### config.mk
export PLATFORM = sky130hd
export DESIGN_NAME = laser_rx
export DESIGN_NICKNAME = d
export VERILOG_FILES = /design/src/rtl/laser_pkg.sv /design/src/rtl/laser_sync2.sv /design/src/rtl/laser_rx.sv
export SDC_FILE = /design/constraint.sdc
export NUM_CORES = 1
export LEC_CHECK = 0
export ABC_CLOCK_PERIOD_IN_PS = 2400
export CAP_MARGIN = 40
export CORE_MARGIN = 2
export CORE_UTILIZATION = 38
export DETAILED_ROUTE_END_ITERATION = 16
export SYNTH_ARGS = -nofsm -noshare
export SYNTH_HDL_FRONTEND = slang
export SYNTH_HIERARCHICAL = 1
export SYNTH_SLANG_ARGS = --single-unit
### constraint.sdc
create_clock -name clock -period 2.4 [get_ports clock]
set_input_delay 0.36 -clock clock [delete_from_list [all_inputs] [get_ports clock]]
set_output_delay 0.36 -clock clock [all_outputs]
set_load 0.05 [all_outputs]
### src/rtl/laser_pkg.sv
// Shared link constants, lane count and receiver state encoding for the optical GPIO link.
package laser_pkg;
  localparam int LANES = 4;
  localparam logic [LANES-1:0] IDLE_SYM  = 4'hF;
  localparam logic [LANES-1:0] START_SYM = 4'h0;

  typedef enum logic [2:0] {
    IDLE,
    START,
    DATA,
    CHECK,
    STOP
  } rx_state_t;
endpackage

### src/rtl/laser_sync2.sv
// Two-flop synchroniser for asynchronous lane pins; resets to all-ones so the link reads as idle.
module laser_sync2 #(
  parameter int W = 4
) (
  input  logic         clock,
  input  logic         reset,
  input  logic [W-1:0] d,
  output logic [W-1:0] q
);
  logic [W-1:0] meta;

  always_ff @(posedge clock or posedge reset) begin
    if (reset) begin
      meta <= '1;
      q    <= '1;
    end else begin
      meta <= d;
      q    <= meta;
    end
  end
endmodule

### src/rtl/laser_rx.sv
// Receive deframer for the 4-lane optical link: start symbol, 2*WORD_W/4 data nibbles, stop symbol.
// Define LASER_RX_CHECKSUM_EN to expect an XOR checksum nibble between the data and the stop symbol.
module laser_rx
  import laser_pkg::*;
#(
  parameter int CLKS_PER_BIT = 4,
  parameter int WORD_W       = 8
) (
  input  logic              clock,
  input  logic              reset,
  input  logic [LANES-1:0]  lane_in,
  output logic [WORD_W-1:0] data1_in,
  output logic [WORD_W-1:0] data2_in,
  output logic              data_valid,
  output logic              frame_err
);
  localparam int N     = 2 * WORD_W / LANES;
  localparam int CNT_W = $clog2(CLKS_PER_BIT);
  localparam int NIB_W = $clog2(N + 1);
  localparam logic [CNT_W-1:0] HALF_LD  = CNT_W'(CLKS_PER_BIT / 2 - 1);
  localparam logic [CNT_W-1:0] FULL_LD  = CNT_W'(CLKS_PER_BIT - 1);
  localparam logic [NIB_W-1:0] LAST_NIB = NIB_W'(N - 1);

  rx_state_t           state, next_state;
  logic [LANES-1:0]    s_lane;
  logic [CNT_W-1:0]    cnt;
  logic [NIB_W-1:0]    nib_cnt;
  logic [2*WORD_W-1:0] shreg;
  logic                csum_ok;
  logic                expire, shift_en, stop_smp, good;

  laser_sync2 #(.W(LANES)) u_sync (
    .clock (clock),
    .reset (reset),
    .d     (lane_in),
    .q     (s_lane)
  );

  assign expire = (cnt == '0);

  always_ff @(posedge clock or posedge reset) begin
    if (reset) state <= IDLE;
    else       state <= next_state;
  end

  always_comb begin
    next_state = state;
    case (state)
      IDLE:  if (s_lane == START_SYM) next_state = START;
      START: if (expire) next_state = (s_lane == START_SYM) ? DATA : IDLE;
`ifdef LASER_RX_CHECKSUM_EN
      DATA:  if (expire && nib_cnt == LAST_NIB) next_state = CHECK;
      CHECK: if (expire) next_state = STOP;
`else
      DATA:  if (expire && nib_cnt == LAST_NIB) next_state = STOP;
`endif
      STOP:  if (expire) next_state = IDLE;
      default: next_state = IDLE;
    endcase
  end

  always_comb begin
    shift_en = (state == DATA) && expire;
    stop_smp = (state == STOP) && expire;
    good     = stop_smp && (s_lane == IDLE_SYM) && csum_ok;
  end

  // Bit timer is parked at the half-symbol value while idle so the start symbol is sampled mid-bit.
  always_ff @(posedge clock or posedge reset) begin
    if (reset) begin
      cnt     <= HALF_LD;
      nib_cnt <= '0;
      shreg   <= '0;
    end else begin
      if (state == IDLE) cnt <= HALF_LD;
      else if (expire)   cnt <= FULL_LD;
      else               cnt <= cnt - 1'b1;
      if (state == START)  nib_cnt <= '0;
      else if (shift_en)   nib_cnt <= nib_cnt + 1'b1;
      if (shift_en) shreg <= {shreg[2*WORD_W-LANES-1:0], s_lane};
    end
  end

`ifdef LASER_RX_CHECKSUM_EN
  logic [LANES-1:0] csum;

  always_ff @(posedge clock or posedge reset) begin
    if (reset) begin
      csum    <= '0;
      csum_ok <= 1'b0;
    end else begin
      if (state == START)  csum <= '0;
      else if (shift_en)   csum <= csum ^ s_lane;
      if (state == CHECK && expire) csum_ok <= (s_lane == csum);
    end
  end
`else
  assign csum_ok = 1'b1;
`endif

  // Result registers: pulses land one cycle after the stop sample, words update with data_valid.
  always_ff @(posedge clock or posedge reset) begin
    if (reset) begin
      data1_in   <= '0;
      data2_in   <= '0;
      data_valid <= 1'b0;
      frame_err  <= 1'b0;
    end else begin
      data_valid <= good;
      frame_err  <= stop_smp && !good;
      if (good) begin
        data1_in <= shreg[2*WORD_W-1:WORD_W];
        data2_in <= shreg[WORD_W-1:0];
      end
    end
  end
endmodule

Word level (Yosys, flattened, before mapping)
Cells that the tools add are included. W data, S select, Z words.

Bits in registers: 50. Bits in latches: 0. Memory bits (writable): 0. Memory bits (read-only): 0. Input port bits: 6. Output and inout port bits: 18. Word-level logic and storage cells: 42. Memories: 0.

Add/subtract/negate cells: 2. $mul: 0. Div/mod/pow operators: 0. Order comparisons: 0. Equal/unequal tests: 9. Shifts and indexed selects: 0. Mux-type cells: 10. Bitwise logic cells: 0. Reduce and logical (&&, ||, !) cells: 11.

Operator list (number): $mux W3 (6); $pmux W3 S4 (1); $ne A2 B2 Y1 const B (4); $eq A3 B2 Y1 const B (2); $mux W2 (3); $logic_and A1 B1 Y1 (5); $eq A4 B4 Y1 const B (1); $logic_not A4 Y1 (1); $reduce_and A4 Y1 (1); $add A3 B1 Y3 const B (1); $eq A3 B1 Y1 const B (1); $eq A3 B3 Y1 const B (1); $logic_not A3 Y1 (1); $logic_not A2 Y1 (1); $reduce_bool A2 Y1 (1); $sub A2 B1 Y2 const B (1); $logic_not A1 Y1 (1).

Depth between registers and ports, before layout
Depth after elaboration: 5. Mapped depth: 7. Mapped depth without buffers: 5.

Modules after synthesis
Netlist, hierarchy kept.

Modules (own cells, without submodules): laser_rx (instances 1, cells each 120, area each 1727.9 µm², seq. area each 1052.3 µm²); laser_sync2 (instances 1, cells each 9, area each 214.0 µm², seq. area each 210.2 µm²).

Worst setup path after synthesis
OpenSTA, ideal clock, no wires.

Path kind: register to register. Start: register cnt[0]. End: register data1_in[7]. Setup time: 0.125 ns. Data arrival time: 1.578 ns. Required time: 2.275 ns. Setup slack: 0.697 ns. Cell stages (with the launch flop): 8. Buffers on the path: 2. Period minus slack after synthesis: 1.703 ns. Path through: dfstp_2 > inv_1 > ha_1 > buf_4 > nand4bb_1 > nor2_2 > buf_6 > mux2_2.

Cells in the longest elaborated chain, start to end: 3.

Ends and longest elaborated chain: from (decl) (line laser_rx.sv:26) `logic [CNT_W-1:0] cnt;`; from (signal assigned) (line laser_rx.sv:77) `else cnt <= cnt - 1'b1;`; $logic_not A2 Y1 (line laser_rx.sv:39) `assign expire = (cnt == '0);`; $logic_and A1 B1 Y1 (line laser_rx.sv:64) `stop_smp = (state == STOP) && expire;`; $logic_and A1 B1 Y1 (line laser_rx.sv:65) `good = stop_smp && (s_lane == IDLE_SYM) && csum_ok;`; net good (line laser_rx.sv:30) `logic expire, shift_en, stop_smp, good;`; to (signal assigned) (line laser_rx.sv:112) `data1_in <= shreg[2*WORD_W-1:WORD_W];`; to (decl) (line laser_rx.sv:12) `output logic [WORD_W-1:0] data1_in,`.

The timed path passes the listed nets, and every way through them passes these cells. A chain may end at the register's enable or synchronous reset.

Final worst setup path
Start: register data2_in[2]. End: output data2_in[2].

RTL lines: from (decl) (line laser_rx.sv:13) `output logic [WORD_W-1:0] data2_in,`; from (signal assigned) (line laser_rx.sv:113) `data2_in <= shreg[WORD_W-1:0];`.

No word-level cell between the ends.

==> impl_metrics.json <==
{
  "synth_xor_area_share_pct": 0,
  "cp.arrival_ns": 1.48,
  "htree_num_levels": 2,
  "numCtsBuffers": 5,
  "drc": 0,
  "dp.cells": 219,
  "grt_max_degree": 43,
  "vdd_drop_max_mv": 0.427,
  "io_pins": 24,
  "viasPerCell": 4.78,
  "r2r_cells": 6,
  "hold_viol": 0,
  "synth_warnings": 6,
  "setup_violations": 0,
  "startpoint_type": "register",
  "cp_num_buf_inv": 1,
  "yosysTopAreaCellShare_pct": 52.8,
  "drt-total-wl_um": 2980,
  "synth_cells": 129,
  "synth_most_common_cell": "dfrtp_1",
  "synth_edf_count": 0,
  "synth_commonest_cells": "41 x dfrtp_1, 33 x mux2_2, 9 x dfstp_2",
  "rsz0062_at_grt": "no",
  "fmax_ghz": 0.545,
  "ys_types": 27,
  "cts_tree": "built",
  "coreArea_um2": 5010,
  "wl_met2_um": 1450,
  "synth_area_leader_cell": "dfrtp_1",
  "highest-signal-layer": "met4",
  "fin_crit_sh_pct": 76.5,
  "ctsResizeCount": 0,
  "finClkSkew_ns": 0.0123,
  "clk_latency_ns": 0.30,
  "synth-simple-area-share_pct": 7.09,
  "synth_area_leaders": "dfrtp_1 53%, mux2_2 19%, dfstp_2 12%, ha_1 1.9%, inv_1 1.4%",
  "hpwl_um": 2080,
  "p_leak_nw": 1.07,
  "tightestPinTransition_ns": 0.520,
  "required_ns": 2.04,
  "placementRows": 26,
  "dp_slack_ns": 0.628,
  "synth-compound-area-share_pct": 3.41,
  "outcome": "complete, no violations",
  "met1_length_um": 1360,
  "netlist_area_um2": 1940,
  "dieArea_um2": 5700,
  "r2r-start": "cnt[0]",
  "crit_type": "reg2out",
  "synth_async_sr_flop_share_pct": 100,
  "cp_max_fo": 2,
  "hold_class": "reg2reg",
  "drv_cap": 0,
  "synth_top_family_by_area": "multiplexers",
  "critPathCaptureType": "output pin",
  "drtPass1Iterations": 4,
  "finalMaxSlewViolations": 0,
  "drtIter0Drc": 29,
  "synthFlopType": "dfrtp_1",
  "grt_pass1_vias": 1078,
  "grt-ovfl-total": 0,
  "grt_use_total_pct": 12.3,
  "vias": 1084,
  "ys_seq_area_share_pct": 65.0,
  "drive_gt1_share_pct": 35.0,
  "antenna_found_initial": 0,
  "ys_ff_latch": 50,
  "max_stage_delay_ns": 0.81,
  "port_buffers": 23,
  "fin_setup_tns_ns": 0,
  "reg2reg_to": "data2_in[2]",
  "hold_path_startpoint": "u_sync/meta[3]",
  "crit_chain": "clkdlybuf4s50_1",
  "final_nets": 165,
  "antenna_left": 0,
  "area_growth_pct": 20.0,
  "regToRegSetupSlack_ns": 0.65,
  "cts_hold_buf": 0,
  "timing.slew.headroom_pct": 65.3,
  "hold_path_depth": 0,
  "stdcell_count": 227,
  "cts_root_buffer": "clkbuf_8",
  "slowest_stage": "clkdlybuf4s50_1",
  "wl_met3_um": 129,
  "synthMuxAreaShare_pct": 19.1,
  "period_minus_slack_ns": 1.84,
  "fp.dieW_um": 75.5,
  "die_y_um": 75.5,
  "initial_core_util_pct": 38.8,
  "avgRoutedWirePerCell_um": 13.1,
  "syn-num-nets": 138,
  "final.setup.worst_slack_ns": 0.564,
  "cts_setup_buffers": 0,
  "holdPathEnd": "u_sync/q[3]",
  "cp_top_family": "buffers and inverters",
  "synthAdderAreaFrac_pct": 1.93,
  "syn_avg_cell_area_um2": 15.1,
  "clock_sinks": 50,
  "place.gp.congestion": 0.666,
  "cts_max_path_buffers": 2,
  "diodes": 0,
  "grt_pass1_wl_um": 5110,
  "power_density_nw_per_um2": 688,
  "clk_pin_slew_worst_paths_ns": 0.09
}
-- area by class of cell --
type	instances	area, um2
clock inverters	2	15.0
flip-flops and latches	50	1260
fillers	471	2680
repair buffers	26	253
clock buffers	6	72.6
multi-input cells	66	613
inverters	7	26.3
well taps	70	87.6
-- layer usage --
| layer | vias up | GRT usage [%] |
|---|---|---|
| met5 | - | 0 |
| met4 | 0 | 4.68 |
| met2 | 21 | 19.0 |
| met1 | 550 | 15.7 |
| li1 | 507 | - |
| met3 | 6 | 4.76 |
-- power breakdown --
group	leakage [nW]	switching [mW]	internal, mW	total (mW)
Sequential	0.666	0.0612	0.902	0.963
Combinational	0.364	0.0873	0.0842	0.171
Clock	0.0374	0.264	0.205	0.469
Total	1.07	0.412	1.19	1.60
-- worst max path at each step --
stage / startpoint / to / slack, ns / cells past startpoint
final: data2_in[2] / data2_in[2] / 0.56 / 1
after floorplan: cnt[0] / data1_in[7] / 0.70 / 7
after detailed placement: cnt[0] / data2_in[2] / 0.63 / 6
after global routing: cnt[0] / shreg[14] / 0.49 / 6
after CTS: data2_in[1] / data2_in[1] / 0.54 / 1
after global placement: cnt[0] / data2_in[3] / 0.68 / 6
-- through the flow --
stage	utilization, %	hold WS, ns	area, um2	total power, mW
floorplan	-	0.345	1940	1.11
global placement	44.8	0.347	2240	1.14
detailed placement	44.8	0.347	2240	1.16
CTS	46.5	0.365	2330	1.63
global route	46.5	0.367	2330	1.69
finish	46.5	0.362	2330	1.60
-- layout by cell type, fill, tap and decap left out, types with 2 or more instances in the layout --
cell type | synthesis | routed
a21oi_1 | 3 | 3
a22o_1 | 3 | 3
buf_4 | 2 | 3
clkbuf_8 | 0 | 5
clkdlybuf4s50_1 | 0 | 23
clkinvlp_4 | 0 | 2
dfrtp_1 | 41 | 41
dfstp_2 | 9 | 9
ha_1 | 3 | 3
inv_1 | 7 | 7
mux2_2 | 33 | 33
nand2_1 | 5 | 5
nand3b_1 | 2 | 2
nor3_1 | 2 | 2
o41ai_1 | 2 | 2
or3_1 | 2 | 2
-- flip-flops by register name, summed over array words and instances (netlist names) --
| signal | flops |
|---|---|
| cnt | 2 |
| data1_in | 8 |
| data2_in | 8 |
| data_valid | 1 |
| frame_err | 1 |
| nib_cnt | 3 |
| shreg | 16 |
| state | 3 |
| u_sync/meta | 4 |
| u_sync/q | 4 |
-- cell families (layout without fill, tap and decap cells) --
family	after synthesis	in the layout
mux	33	33
compound gates	9	9
flops	50	50
buf+inv	13	41
fa+ha+maj	3	3
simple gates	21	21
Power figures use the tool's default switching activity.
